--- src/rtl/pipe_hazard_ctrl_pkg.sv ---
`default_nettype none
// ============================================================================
// pipe_hazard_ctrl_pkg : shared pipeline definitions (register ids, hazard FSM)
// Revision: 1.0
// ============================================================================
package pipe_hazard_ctrl_pkg;

    localparam int REG_IDX_W           = 5;
    localparam int WAIT_CNT_W          = 8;
    localparam int MEM_TIMEOUT_DEFAULT = 255;

    typedef logic [REG_IDX_W-1:0] reg_idx_t;

    typedef enum logic [0:0] {
        ST_RUN      = 1'b0,
        ST_MEM_WAIT = 1'b1
    } hz_state_e;

    // Register 0 is hardwired zero, so a load targeting it never creates a hazard.
    function automatic logic load_use_hit(input logic memread, input reg_idx_t rd,
                                          input reg_idx_t rs, input reg_idx_t rt);
        return memread && (rd != '0) && ((rd == rs) || (rd == rt));
    endfunction

endpackage
`default_nettype wire

--- src/rtl/pipe_hazard_ctrl_if.sv ---
`default_nettype none
// ============================================================================
// pipe_hazard_ctrl_if : pipeline status in, stage stall/flush controls out
// Revision: 1.0
// ============================================================================
interface pipe_hazard_ctrl_if;
    import pipe_hazard_ctrl_pkg::*;

    reg_idx_t    id_rs_i;
    reg_idx_t    id_rt_i;
    reg_idx_t    ex_rd_i;
    logic        ex_memread_i;
    logic        branch_taken_i;
    logic        mem_req_i;
    logic        mem_ack_i;

    logic        pc_stall_o;
    logic        if_id_stall_o;
    logic        id_ex_stall_o;
    logic        ex_mem_stall_o;
    logic        if_id_flush_o;
    logic        id_ex_flush_o;
    logic        mem_wb_flush_o;
    logic        state_o;
    logic        err_o;
    logic [15:0] stall_cnt_o;

    modport master (
        output id_rs_i, id_rt_i, ex_rd_i, ex_memread_i, branch_taken_i,
               mem_req_i, mem_ack_i,
        input  pc_stall_o, if_id_stall_o, id_ex_stall_o, ex_mem_stall_o,
               if_id_flush_o, id_ex_flush_o, mem_wb_flush_o,
               state_o, err_o, stall_cnt_o
    );

    modport slave (
        input  id_rs_i, id_rt_i, ex_rd_i, ex_memread_i, branch_taken_i,
               mem_req_i, mem_ack_i,
        output pc_stall_o, if_id_stall_o, id_ex_stall_o, ex_mem_stall_o,
               if_id_flush_o, id_ex_flush_o, mem_wb_flush_o,
               state_o, err_o, stall_cnt_o
    );

endinterface
`default_nettype wire

--- src/rtl/pipe_hazard_ctrl_sat_counter16.sv ---
`default_nettype none
// ============================================================================
// sat_counter16 : 16-bit up counter that holds at all-ones
// Revision: 1.0
// ============================================================================
module sat_counter16 (
    input  wire logic        clk_i,
    input  wire logic        rst_i,
    input  wire logic        inc,
    output      logic [15:0] count
);

    always_ff @(posedge clk_i or negedge rst_i) begin
        if (!rst_i) begin
            count <= '0;
        end else if (inc && (count != 16'hFFFF)) begin
            count <= count + 16'd1;
        end
    end

endmodule
`default_nettype wire

--- src/rtl/pipe_hazard_ctrl.sv ---
`default_nettype none
// ============================================================================
// pipe_hazard_ctrl : memory-wait FSM plus load-use / branch hazard resolution
// Revision: 1.0
// ============================================================================
module pipe_hazard_ctrl
    import pipe_hazard_ctrl_pkg::*;
#(
    parameter int MEM_TIMEOUT = MEM_TIMEOUT_DEFAULT
) (
    input wire logic          clk_i,
    input wire logic          rst_i,
    pipe_hazard_ctrl_if.slave hz
);

    localparam logic [WAIT_CNT_W-1:0] TIMEOUT_V = WAIT_CNT_W'(MEM_TIMEOUT);

    hz_state_e             state;
    logic [WAIT_CNT_W-1:0] wait_cnt;
    logic                  err;
    logic                  memstall;
    logic                  loaduse;

    // Stall releases in the same cycle ack is seen, and also on the timeout cycle.
    always_comb begin
        if (state == ST_RUN) begin
            memstall = hz.mem_req_i && !hz.mem_ack_i;
        end else begin
            memstall = !hz.mem_ack_i && (wait_cnt < TIMEOUT_V);
        end
        loaduse = load_use_hit(hz.ex_memread_i, hz.ex_rd_i, hz.id_rs_i, hz.id_rt_i);
    end

    always_comb begin
        hz.pc_stall_o     = 1'b0;
        hz.if_id_stall_o  = 1'b0;
        hz.id_ex_stall_o  = 1'b0;
        hz.ex_mem_stall_o = 1'b0;
        hz.if_id_flush_o  = 1'b0;
        hz.id_ex_flush_o  = 1'b0;
        hz.mem_wb_flush_o = 1'b0;
        if (memstall) begin
            hz.pc_stall_o     = 1'b1;
            hz.if_id_stall_o  = 1'b1;
            hz.id_ex_stall_o  = 1'b1;
            hz.ex_mem_stall_o = 1'b1;
            hz.mem_wb_flush_o = 1'b1;
        end else if (loaduse) begin
            hz.pc_stall_o     = 1'b1;
            hz.if_id_stall_o  = 1'b1;
            hz.id_ex_flush_o  = 1'b1;
        end else if (hz.branch_taken_i) begin
            hz.if_id_flush_o  = 1'b1;
        end
    end

    always_ff @(posedge clk_i or negedge rst_i) begin
        if (!rst_i) begin
            state    <= ST_RUN;
            wait_cnt <= '0;
            err      <= 1'b0;
        end else begin
            case (state)
                ST_RUN: begin
                    if (hz.mem_req_i && !hz.mem_ack_i) begin
                        state    <= ST_MEM_WAIT;
                        wait_cnt <= '0;
                    end
                end
                ST_MEM_WAIT: begin
                    if (hz.mem_ack_i) begin
                        state <= ST_RUN;
                    end else if (wait_cnt == TIMEOUT_V) begin
                        err   <= 1'b1;
                        state <= ST_RUN;
                    end else begin
                        wait_cnt <= wait_cnt + 1'b1;
                    end
                end
                default: state <= ST_RUN;
            endcase
        end
    end

    assign hz.state_o = (state == ST_MEM_WAIT);
    assign hz.err_o   = err;

    sat_counter16 u_stall_cnt (
        .clk_i (clk_i),
        .rst_i (rst_i),
        .inc   (hz.pc_stall_o),
        .count (hz.stall_cnt_o)
    );

endmodule
`default_nettype wire
--- src/flat_wrapper.sv ---
// flat-port wrapper written by rule: the top's interface ports become plain ports
module pipe_hazard_ctrl_flat import pipe_hazard_ctrl_pkg::*;
#(
    parameter int MEM_TIMEOUT = MEM_TIMEOUT_DEFAULT
)
  (clk_i, rst_i, hz_id_rs_i, hz_id_rt_i, hz_ex_rd_i, hz_ex_memread_i, hz_branch_taken_i, hz_mem_req_i, hz_mem_ack_i, hz_pc_stall_o, hz_if_id_stall_o, hz_id_ex_stall_o, hz_ex_mem_stall_o, hz_if_id_flush_o, hz_id_ex_flush_o, hz_mem_wb_flush_o, hz_state_o, hz_err_o, hz_stall_cnt_o);
  pipe_hazard_ctrl_if hz_i ();
  input wire logic clk_i;
  input wire logic rst_i;
  input wire logic [$bits(hz_i.id_rs_i)-1:0] hz_id_rs_i;
  input wire logic [$bits(hz_i.id_rt_i)-1:0] hz_id_rt_i;
  input wire logic [$bits(hz_i.ex_rd_i)-1:0] hz_ex_rd_i;
  input wire logic [$bits(hz_i.ex_memread_i)-1:0] hz_ex_memread_i;
  input wire logic [$bits(hz_i.branch_taken_i)-1:0] hz_branch_taken_i;
  input wire logic [$bits(hz_i.mem_req_i)-1:0] hz_mem_req_i;
  input wire logic [$bits(hz_i.mem_ack_i)-1:0] hz_mem_ack_i;
  output wire logic [$bits(hz_i.pc_stall_o)-1:0] hz_pc_stall_o;
  output wire logic [$bits(hz_i.if_id_stall_o)-1:0] hz_if_id_stall_o;
  output wire logic [$bits(hz_i.id_ex_stall_o)-1:0] hz_id_ex_stall_o;
  output wire logic [$bits(hz_i.ex_mem_stall_o)-1:0] hz_ex_mem_stall_o;
  output wire logic [$bits(hz_i.if_id_flush_o)-1:0] hz_if_id_flush_o;
  output wire logic [$bits(hz_i.id_ex_flush_o)-1:0] hz_id_ex_flush_o;
  output wire logic [$bits(hz_i.mem_wb_flush_o)-1:0] hz_mem_wb_flush_o;
  output wire logic [$bits(hz_i.state_o)-1:0] hz_state_o;
  output wire logic [$bits(hz_i.err_o)-1:0] hz_err_o;
  output wire logic [$bits(hz_i.stall_cnt_o)-1:0] hz_stall_cnt_o;
  assign hz_i.id_rs_i = hz_id_rs_i;
  assign hz_i.id_rt_i = hz_id_rt_i;
  assign hz_i.ex_rd_i = hz_ex_rd_i;
  assign hz_i.ex_memread_i = hz_ex_memread_i;
  assign hz_i.branch_taken_i = hz_branch_taken_i;
  assign hz_i.mem_req_i = hz_mem_req_i;
  assign hz_i.mem_ack_i = hz_mem_ack_i;
  assign hz_pc_stall_o = hz_i.pc_stall_o;
  assign hz_if_id_stall_o = hz_i.if_id_stall_o;
  assign hz_id_ex_stall_o = hz_i.id_ex_stall_o;
  assign hz_ex_mem_stall_o = hz_i.ex_mem_stall_o;
  assign hz_if_id_flush_o = hz_i.if_id_flush_o;
  assign hz_id_ex_flush_o = hz_i.id_ex_flush_o;
  assign hz_mem_wb_flush_o = hz_i.mem_wb_flush_o;
  assign hz_state_o = hz_i.state_o;
  assign hz_err_o = hz_i.err_o;
  assign hz_stall_cnt_o = hz_i.stall_cnt_o;
  pipe_hazard_ctrl #(.MEM_TIMEOUT(MEM_TIMEOUT)) u_core (.clk_i(clk_i), .rst_i(rst_i), .hz(hz_i));
endmodule
--- config.mk ---
export PLATFORM = sky130hd
export DESIGN_NAME = pipe_hazard_ctrl_flat
export DESIGN_NICKNAME = d
export VERILOG_FILES = /design/src/rtl/pipe_hazard_ctrl_pkg.sv /design/src/rtl/pipe_hazard_ctrl_if.sv /design/src/rtl/pipe_hazard_ctrl_sat_counter16.sv /design/src/rtl/pipe_hazard_ctrl.sv /design/src/flat_wrapper.sv
export SDC_FILE = /design/constraint.sdc
export NUM_CORES = 1
export LEC_CHECK = 0
export ABC_AREA = 1
export CAP_MARGIN = 20
export CORE_MARGIN = 4
export CORE_UTILIZATION = 30
export CTS_CLUSTER_SIZE = 24
export DETAILED_ROUTE_END_ITERATION = 12
export PLACE_DENSITY = 0.52
export SKIP_CTS_REPAIR_TIMING = 1
export SYNTH_ARGS = -nofsm -noshare
export SYNTH_HDL_FRONTEND = slang
export SYNTH_SLANG_ARGS = --single-unit
--- constraint.sdc ---
create_clock -name clk_i -period 5.3 [get_ports clk_i]
set_clock_uncertainty 0.2 [all_clocks]
set_input_delay 1.06 -clock clk_i [delete_from_list [all_inputs] [get_ports clk_i]]
set_output_delay 1.06 -clock clk_i [all_outputs]
set_load 0.01 [all_outputs]
==> results.yml, run 1 <==
outcome:
  outcome: "complete, no violations"
timing:
  slew_viol_final: 0
  finalWorstSetupSlack_ns: 1.09
  max-slew-margin-rel_pct: 72.2
  worst_pin_slew_ns: 0.414
  setup_violations: 0
  rsz0062_at_grt: "no"
  fin_crit_ns: 4.21
  period_share_pct: 79.5
  tns_ns: 0
  hold_violations: 0
  fmax_mhz: 237
run:
  maxCapViolations: 0
logic_synthesis:
  ys_ff_latch: 26
  ys_types: 29
  postSynth.asyncResetShare_pct: 100
  synth_commonest_cells: "80 x nand2_1, 27 x inv_1, 26 x dfrtp_1, 24 x nand3_1, 13 x nor2_1"
  syn_area_sq_mm: 0.00173
  synth_top_area_cell: "dfrtp_1"
  syn_avg_cell_area_sq_um: 7.28
  synth_edf_count: 0
  synthTopCellsByArea: "dfrtp_1 38%, nand2_1 17%, nand3_1 6.9%, inv_1 5.9%, xnor2_1 4.0%"
  synth_cells: 238
  synth_top_flop_cell: "dfrtp_1"
  synth_top_area_share_pct: 37.6
  yosysSeqAreaShare_pct: 37.6
  synth_most_common_cell: "nand2_1"
  ys_warn_count: 0
  synth_fp_nets: 261
die:
  die_w_microns: 84.0
  die_h_microns: 84.0
  io_pins: 46
  row_count: 27
  die_area_sq_mm: 0.00705
  coreArea_sq_mm: 0.00554
  start_util_pct: 31.3
power:
  p_seq_share_pct: 48.6
  swShare_pct: 31.7
  internal-power_uw: 346
  pwr-share-comb_pct: 28.6
  p_leak_uw: 0.00106
  finalPower_uw: 507
  vdd_drop_max_v: 0.000136
  p_switching_uw: 161
  power_density_mw_per_mm2: 225
  power.share.clock_pct: 22.8
critical_path:
  crit_top_cell: "nand2_1"
  start_kind: "input pin"
  crit_slowest_cell: "clkdlybuf4s50_1"
  crit_type: "input pin to primary output"
  crit_path_max_incr_delay_ns: 0.59
  path_buf_inv: 3
  cp_top_family: "buffers and inverters"
  r2r_slack_ns: 3.27
  path_cells: "clkdlybuf4s50_1, inv_2, nand2_1, nand2_1, nor2_1, nand3_1, nand2_1, nand2_1, nand2_4, clkdlybuf4s50_1"
  end_kind: "primary output"
  path_max_fanout: 24
  worstPathRequired_ns: 4.04
  crit_arrival_ns: 2.95
global_routing:
  antenna_found_initial: 0
  grt_usage_pct: 11.3
  grt_pass1_wl_microns: 6710
  grt_max_degree: 27
  grt.overflow.total: 0
  first_global_vias: 1503
route:
  drc_errors: 0
  wl_met3_microns: 140
  drtIter0Drc: 63
  wl_met2_microns: 1920
  highest_layer: "met4"
  drt_pass1_iterations: 4
  vias: 1552
  vias_per_cell: 4.43
  m1WireLength_microns: 1890
  wl_per_cell_microns: 11.3
  ant_nets: 0
  wl_microns: 3960
placement:
  dp_slack_ns: 1.07
  gp_congestion: 0.740
  hpwl_microns: 2910
  numPortBuffers: 45
layout:
  layout-drive-gt1-share_pct: 8.27
  area_delta_synth_final_pct: 30.0
  fin_nets: 303
  diodes: 0
  post-route-util_pct: 40.6
clock_network:
  cts_tree: "done"
  cts_root_buf: "clkbuf_8"
  clk_latency_ns: 0.27
  cts_max_level: 1
  clk_pin_slew_ns: 0.10
  cts.sinks: 26
  clk_path_buf_depth: 2
  cts_buffers: 3
min_path:
  hold_path_class: "register to register"
==> path summary, 6_finish.rpt <==
path / startpoint / end / cells after the start
min in group asynchronous: rst_i / u_core.wait_cnt[2] / 2
setup / recovery: hz_ex_rd_i[4] / hz_if_id_stall_o / 10
hold reg to reg: u_core.hz.err_o / u_core.hz.err_o / 1
setup reg to reg: u_core.u_stall_cnt.count[0] / u_core.u_stall_cnt.count[15] / 11
max in group asynchronous: rst_i / u_core.u_stall_cnt.count[6] / 2
hold / removal: u_core.hz.err_o / u_core.hz.err_o / 1
==> per-stage QoR <==
step | cells | cell area [sq um] | hold WS [ns]
floorplan | 238 | 1730 | 0.279
detailed placement | 347 | 2210 | 0.262
finish | 350 | 2250 | 0.282
global placement | 347 | 2210 | 0.260
global route | 350 | 2250 | 0.295
CTS | 350 | 2250 | 0.288
==> cell families after synthesis <==
group                    count (synthesis)  share of synthesized area [%]
buffers and inverters                   39                           10.5
multiplexers                             1                          0.578
adder cells (fa/ha/maj)                  2                           1.44
AO/OA/AOI/OAI                           11                           3.76
XOR/XNOR                                13                           6.58
flip-flops                              26                           37.6
AND/OR/NAND/NOR                        146                           39.5
==> per-layer routing <==
metal / GRT usage [%] / up-vias
li1: - / 832
met1: 14.6 / 693
met2: 19.9 / 25
met3: 2.76 / 2
met4: 0.877 / 0
met5: 0 / -
==> cell usage in the layout, fill, tap and decap left out, types with 3 or more instances in the layout <==
| cell | instances |
|---|---|
| nor2_1 | 13 |
| nand2_2 | 4 |
| xor2_1 | 5 |
| clkbuf_8 | 3 |
| o21ai_0 | 3 |
| o21ai_1 | 5 |
| inv_1 | 27 |
| nor3_1 | 5 |
| nand3_1 | 24 |
| inv_2 | 3 |
| clkdlybuf4s50_1 | 45 |
| nand4_1 | 8 |
| dfrtp_1 | 26 |
| nand3_2 | 3 |
| nand2_1 | 80 |
| xnor2_1 | 8 |
==> worst reg2reg max path: cells and delay by family (launching register included) <==
family                   cells  cell delay, ns
adder cells (fa/ha/maj)      1            0.26
AND/OR/NAND/NOR             10            1.02
flip-flops                   1            0.44
==> power groups by stage <==
stage / clock (uW) / combinational (uW) / sequential [uW]
floorplan: 0 / 76.4 / 251
global placement: 0 / 147 / 251
detailed placement: 0 / 148 / 250
CTS: 121 / 148 / 247
global route: 125 / 163 / 251
finish: 116 / 145 / 246
==> flip-flops by register name (all words and copies together), names as in the netlist <==
name                      flops
u_core.u_stall_cnt.count     16
u_core.wait_cnt               8
u_core.hz.err_o               1
u_core.hz.state_o             1
==> layout make-up <==
cell class	count	area [sq um]
Timing Repair Buffer	46	458
Clock buffer	3	41.3
Tap cell	72	90.1
Sequential cell	26	651
Inverter	30	113
Fill cell	601	3290
Multi-Input combinational cell	173	898
Power figures use the tool's default switching activity.
==> run 2: changes to the inputs <==
--- a/config.mk
+++ b/config.mk
@@ -11,7 +11,7 @@
 export CORE_UTILIZATION = 30
 export CTS_CLUSTER_SIZE = 24
 export DETAILED_ROUTE_END_ITERATION = 12
-export PLACE_DENSITY = 0.52
+export PLACE_DENSITY = 0.54
 export SKIP_CTS_REPAIR_TIMING = 1
 export SYNTH_ARGS = -nofsm -noshare
 export SYNTH_HDL_FRONTEND = slang
==> constraint.sdc (replaced) <==
create_clock -name clk_i -period 3.85 [get_ports clk_i]
set_clock_uncertainty 0.2 [all_clocks]
set_input_delay 0.77 -clock clk_i [delete_from_list [all_inputs] [get_ports clk_i]]
set_output_delay 0.77 -clock clk_i [all_outputs]
set_load 0.01 [all_outputs]
==> results.yml, run 2 (synthesis results as in run 1) <==
critical_path:
  start_kind: "input pin"
  end_kind: "primary output"
  crit_path_max_incr_delay_ns: 0.55
  critPathLaunch: "hz_ex_rd_i[3]"
  worstPathRequired_ns: 2.88
  r2r_start: "u_core.wait_cnt[0]"
  crit_type: "input pin to primary output"
  crit_top_cell: "nand2_1"
  path_cells: "clkdlybuf4s50_1, inv_1, nand2_1, nand2_1, nor2_1, nand3_1, nand2_1, nand2_1, nand2_4, clkdlybuf4s50_1"
  crit_slowest_cell: "clkdlybuf4s50_1"
  path_max_fanout: 4
  crit_arrival_ns: 2.49
timing:
  slew_viol_final: 0
  period_share_pct: 89.9
  hold_violations: 0
  rsz0062_at_grt: "no"
  setup_violations: 0
  finalWorstSetupSlack_ns: 0.390
  tns_ns: 0
  fin_crit_ns: 3.46
  max-slew-margin-rel_pct: 71.8
  whs_ns: 0.282
  worst_pin_slew_ns: 0.420
  fmax_mhz: 289
min_path:
  hold_path_class: "register to register"
  hold_start: "u_core.hz.err_o"
clock_network:
  cts_tree: "done"
  clk_path_buf_depth: 2
  cts_root_buf: "clkbuf_8"
  cts.sinks: 26
  cts_buffers: 3
  cts_max_level: 1
  clk_pin_slew_ns: 0.09
  clk_latency_ns: 0.27
layout:
  layout-drive-gt1-share_pct: 8.93
  seq_area_sq_um: 651
  largestRegisters: "u_core.u_stall_cnt.count (16), u_core.wait_cnt (8)"
  largest_reg_flops: 16
  final_cell_mix: "80 x nand2_1, 45 x clkdlybuf4s50_1, 27 x inv_1"
  post-route-util_pct: 41.0
  fin_nets: 304
  fillers: 569
  layout_commonest_cell: "nand2_1"
  largest-register: "u_core.u_stall_cnt.count"
  diodes: 0
  multi_input_area_sq_um: 898
  area_delta_synth_final_pct: 31.2
route:
  wl_microns: 3890
  vias_per_cell: 4.36
  drc_errors: 0
  ant_nets: 0
  drt_pass1_iterations: 4
  vias: 1536
  wl_per_cell_microns: 11.1
  drtIter0Drc: 53
outcome:
  outcome: "complete, no violations"
power:
  power_density_mw_per_mm2: 318
  p_leak_uw: 0.00107
  vdd_drop_max_v: 0.000171
die:
  die_w_microns: 84.0
  row_count: 27
  coreArea_sq_mm: 0.00554
  io_pins: 46
  start_util_pct: 31.3
  die_area_sq_mm: 0.00705
  die_h_microns: 84.0
global_routing:
  grt_pass1_wl_microns: 6960
  antenna_found_initial: 0
  grt.overflow.total: 0
  grt_max_degree: 27
  first_global_vias: 1526
  grt_usage_pct: 11.9
placement:
  gp_congestion: 0.727
  numPortBuffers: 45
  dp_slack_ns: 0.380
  hpwl_microns: 2920
run:
  maxCapViolations: 0
run 2: cell count changes in the layout (fill, tap and decap cells not counted), sizes merged:
cell / previous run / this run
clkbuf: 3 / 4
buf: 1 / 2
run 2: metrics by stage:
step	instances	power [uW]	instance area (sq um)
2_1_floorplan	238	451	1730
3_3_place_gp	348	549	2220
3_5_place_dp	348	551	2220
4_1_cts	352	738	2270
5_1_grt	352	778	2270
6_report	352	723	2270
run 2: worst paths after layout:
check,slack [ns],depth (start not counted),end
min in group asynchronous,0.66,2,u_core.wait_cnt[2]
min,0.28,1,u_core.hz.err_o
max reg2reg,1.81,10,u_core.u_stall_cnt.count[6]
min reg2reg,0.28,1,u_core.hz.err_o
max in group asynchronous,2.51,2,u_core.hz.err_o
max,0.39,10,hz_if_id_stall_o
run 2: power by group:
part | internal (uW) | switching (uW) | total (uW)
Clock | 91.6 | 91.1 | 183
Combinational | 108 | 94.3 | 202
Sequential | 300 | 38.4 | 339
Total | 500 | 224 | 723
run 2: critical path: cells and delay by family:
family | cells | cell delay [ns]
buffers and inverters | 3 | 1.13
and+or+nand+nor | 7 | 0.60
run 2: metal layers:
layer  track usage, %  part of all wire, %
met1             16.0                   49
met2             19.3                   46
met3             3.06                  3.9
met4             2.63                 0.59
met5                0                    0
run 2: final cells by class:
class                           instances  area share, %
Multi-Input combinational cell        173           39.5
Timing Repair Buffer                   47           20.5
Inverter                               30           4.96
Tap cell                               72           3.96
Clock buffer                            4           2.42
Sequential cell                        26           28.6
==> run 3: changes to the inputs <==
--- a/config.mk
+++ b/config.mk
@@ -6,12 +6,12 @@
 export NUM_CORES = 1
 export LEC_CHECK = 0
 export ABC_AREA = 1
-export CAP_MARGIN = 20
+export CAP_MARGIN = 10
 export CORE_MARGIN = 4
 export CORE_UTILIZATION = 30
 export CTS_CLUSTER_SIZE = 24
 export DETAILED_ROUTE_END_ITERATION = 12
-export PLACE_DENSITY = 0.54
+export PLACE_DENSITY_LB_ADDON = 0.05
 export SKIP_CTS_REPAIR_TIMING = 1
 export SYNTH_ARGS = -nofsm -noshare
 export SYNTH_HDL_FRONTEND = slang
==> results.yml, run 3 (synthesis results as in run 1) <==
global_routing:
  grt_usage_pct: 12.3
  grt.overflow.total: 0
  grt_max_degree: 27
  grt_pass1_wl_microns: 7170
  antenna_found_initial: 0
  first_global_vias: 1552
timing:
  rsz0062_at_grt: "no"
  worst_pin_slew_ns: 0.436
  hold_violations: 0
  slew_viol_final: 0
  max-slew-margin-rel_pct: 70.7
  setup_violations: 0
  tns_ns: 0
  period_share_pct: 90.2
  fmax_mhz: 288
  whs_ns: 0.303
  fin_crit_ns: 3.47
critical_path:
  end_kind: "primary output"
  cp_top_family: "buffers and inverters"
  crit_path_max_incr_delay_ns: 0.54
  crit_type: "input pin to primary output"
  worstPathRequired_ns: 2.88
  path_buf_inv: 4
  start_kind: "input pin"
  path_max_fanout: 7
  crit_slowest_cell: "clkdlybuf4s50_1"
  path_cells: "clkdlybuf4s50_1, inv_1, nand4_1, o21ai_0, inv_1, nand2_1, nand2_4, nor2_1, clkdlybuf4s50_1"
  crit_arrival_ns: 2.50
placement:
  numPortBuffers: 45
  hpwl_microns: 3040
  placedInstanceArea_sq_mm: 0.00222
  gp_congestion: 0.743
layout:
  multi_input_area_sq_um: 898
  diodes: 0
  final_cell_mix: "80 x nand2_1, 45 x clkdlybuf4s50_1, 27 x inv_1"
  fin_nets: 304
  fillers: 592
  final_area_sq_mm: 0.00226
  layout-drive-gt1-share_pct: 8.60
  largest_reg_flops: 16
  layout_commonest_cell: "nand2_1"
  area_delta_synth_final_pct: 30.4
  largestRegisters: "u_core.u_stall_cnt.count (16), u_core.wait_cnt (8)"
  post-route-util_pct: 40.8
  largest-register: "u_core.u_stall_cnt.count"
  seq_area_sq_um: 651
power:
  p_seq_share_pct: 48.6
  pwr-share-comb_pct: 28.7
  p_switching_uw: 223
  finalPower_uw: 702
  swShare_pct: 31.8
  power_density_mw_per_mm2: 311
  vdd_drop_max_v: 0.000145
  internal-power_uw: 478
  p_leak_uw: 0.00106
  power.share.clock_pct: 22.7
outcome:
  outcome: "complete, no violations"
clock_network:
  cts_tree: "done"
  clk_pin_slew_ns: 0.10
  cts_root_buf: "clkbuf_8"
  cts.sinks: 26
  clk_path_buf_depth: 2
  cts_buffers: 3
  clk_latency_ns: 0.27
  cts_max_level: 1
die:
  die_w_microns: 84.0
  die_area_sq_mm: 0.00705
  row_count: 27
  coreArea_sq_mm: 0.00554
  die_h_microns: 84.0
  io_pins: 46
  start_util_pct: 31.3
route:
  vias_per_cell: 4.46
  wl_per_cell_microns: 11.5
  drt_pass1_iterations: 4
  vias: 1566
  drtIter0Drc: 44
  drc_errors: 0
  wl_microns: 4030
  ant_nets: 0
min_path:
  hold_path_class: "register to register"
run:
  maxCapViolations: 0
-- run 3: cell count changes in the layout (fill, tap and decap cells not counted) --
cell,delta
clkbuf_8,-1
-- run 3: power by group through the flow --
stage	Sequential, uW	Clock [uW]	Combinational, uW
after detailed placement	347	0	206
after CTS	342	168	206
after floorplan	346	0	105
after global placement	347	0	205
after global routing	348	180	225
final	341	159	202
-- run 3: per-stage QoR --
stage	std cells	setup WS, ns
2_1_floorplan	238	1.25
5_1_grt	351	0.238
3_3_place_gp	348	0.342
3_5_place_dp	348	0.358
6_report	351	0.378
4_1_cts	351	0.353
-- run 3: cell type report --
cell class	instances	share of cell area, %
multi-input cells	173	39.8
inverters	30	4.99
repair buffers	47	20.6
flip-flops and latches	26	28.8
clock buffers	3	1.83
well taps	72	3.99
-- run 3: worst paths after layout --
path / start / end / slack, ns / depth (start not counted)
hold reg to reg: u_core.hz.err_o / u_core.hz.err_o / 0.30 / 1
setup / recovery: hz_ex_rd_i[3] / hz_if_id_flush_o / 0.38 / 9
max in group asynchronous: rst_i / u_core.u_stall_cnt.count[7] / 2.52 / 2
min in group asynchronous: rst_i / u_core.wait_cnt[5] / 0.66 / 2
hold / removal: u_core.hz.err_o / u_core.hz.err_o / 0.30 / 1
setup reg to reg: u_core.wait_cnt[0] / u_core.u_stall_cnt.count[6] / 1.81 / 10
-- run 3: metal layers --
layer  part of all wire [%]  GRT usage [%]  vias up  wire length (microns)
li1                       -              -      830                      -
met1                     46           15.2      712                   1840
met2                     50           21.8       22                   2030
met3                    3.3           2.76        2                    135
met4                   0.57           2.19        0                     23
met5                      0              0        -                      0
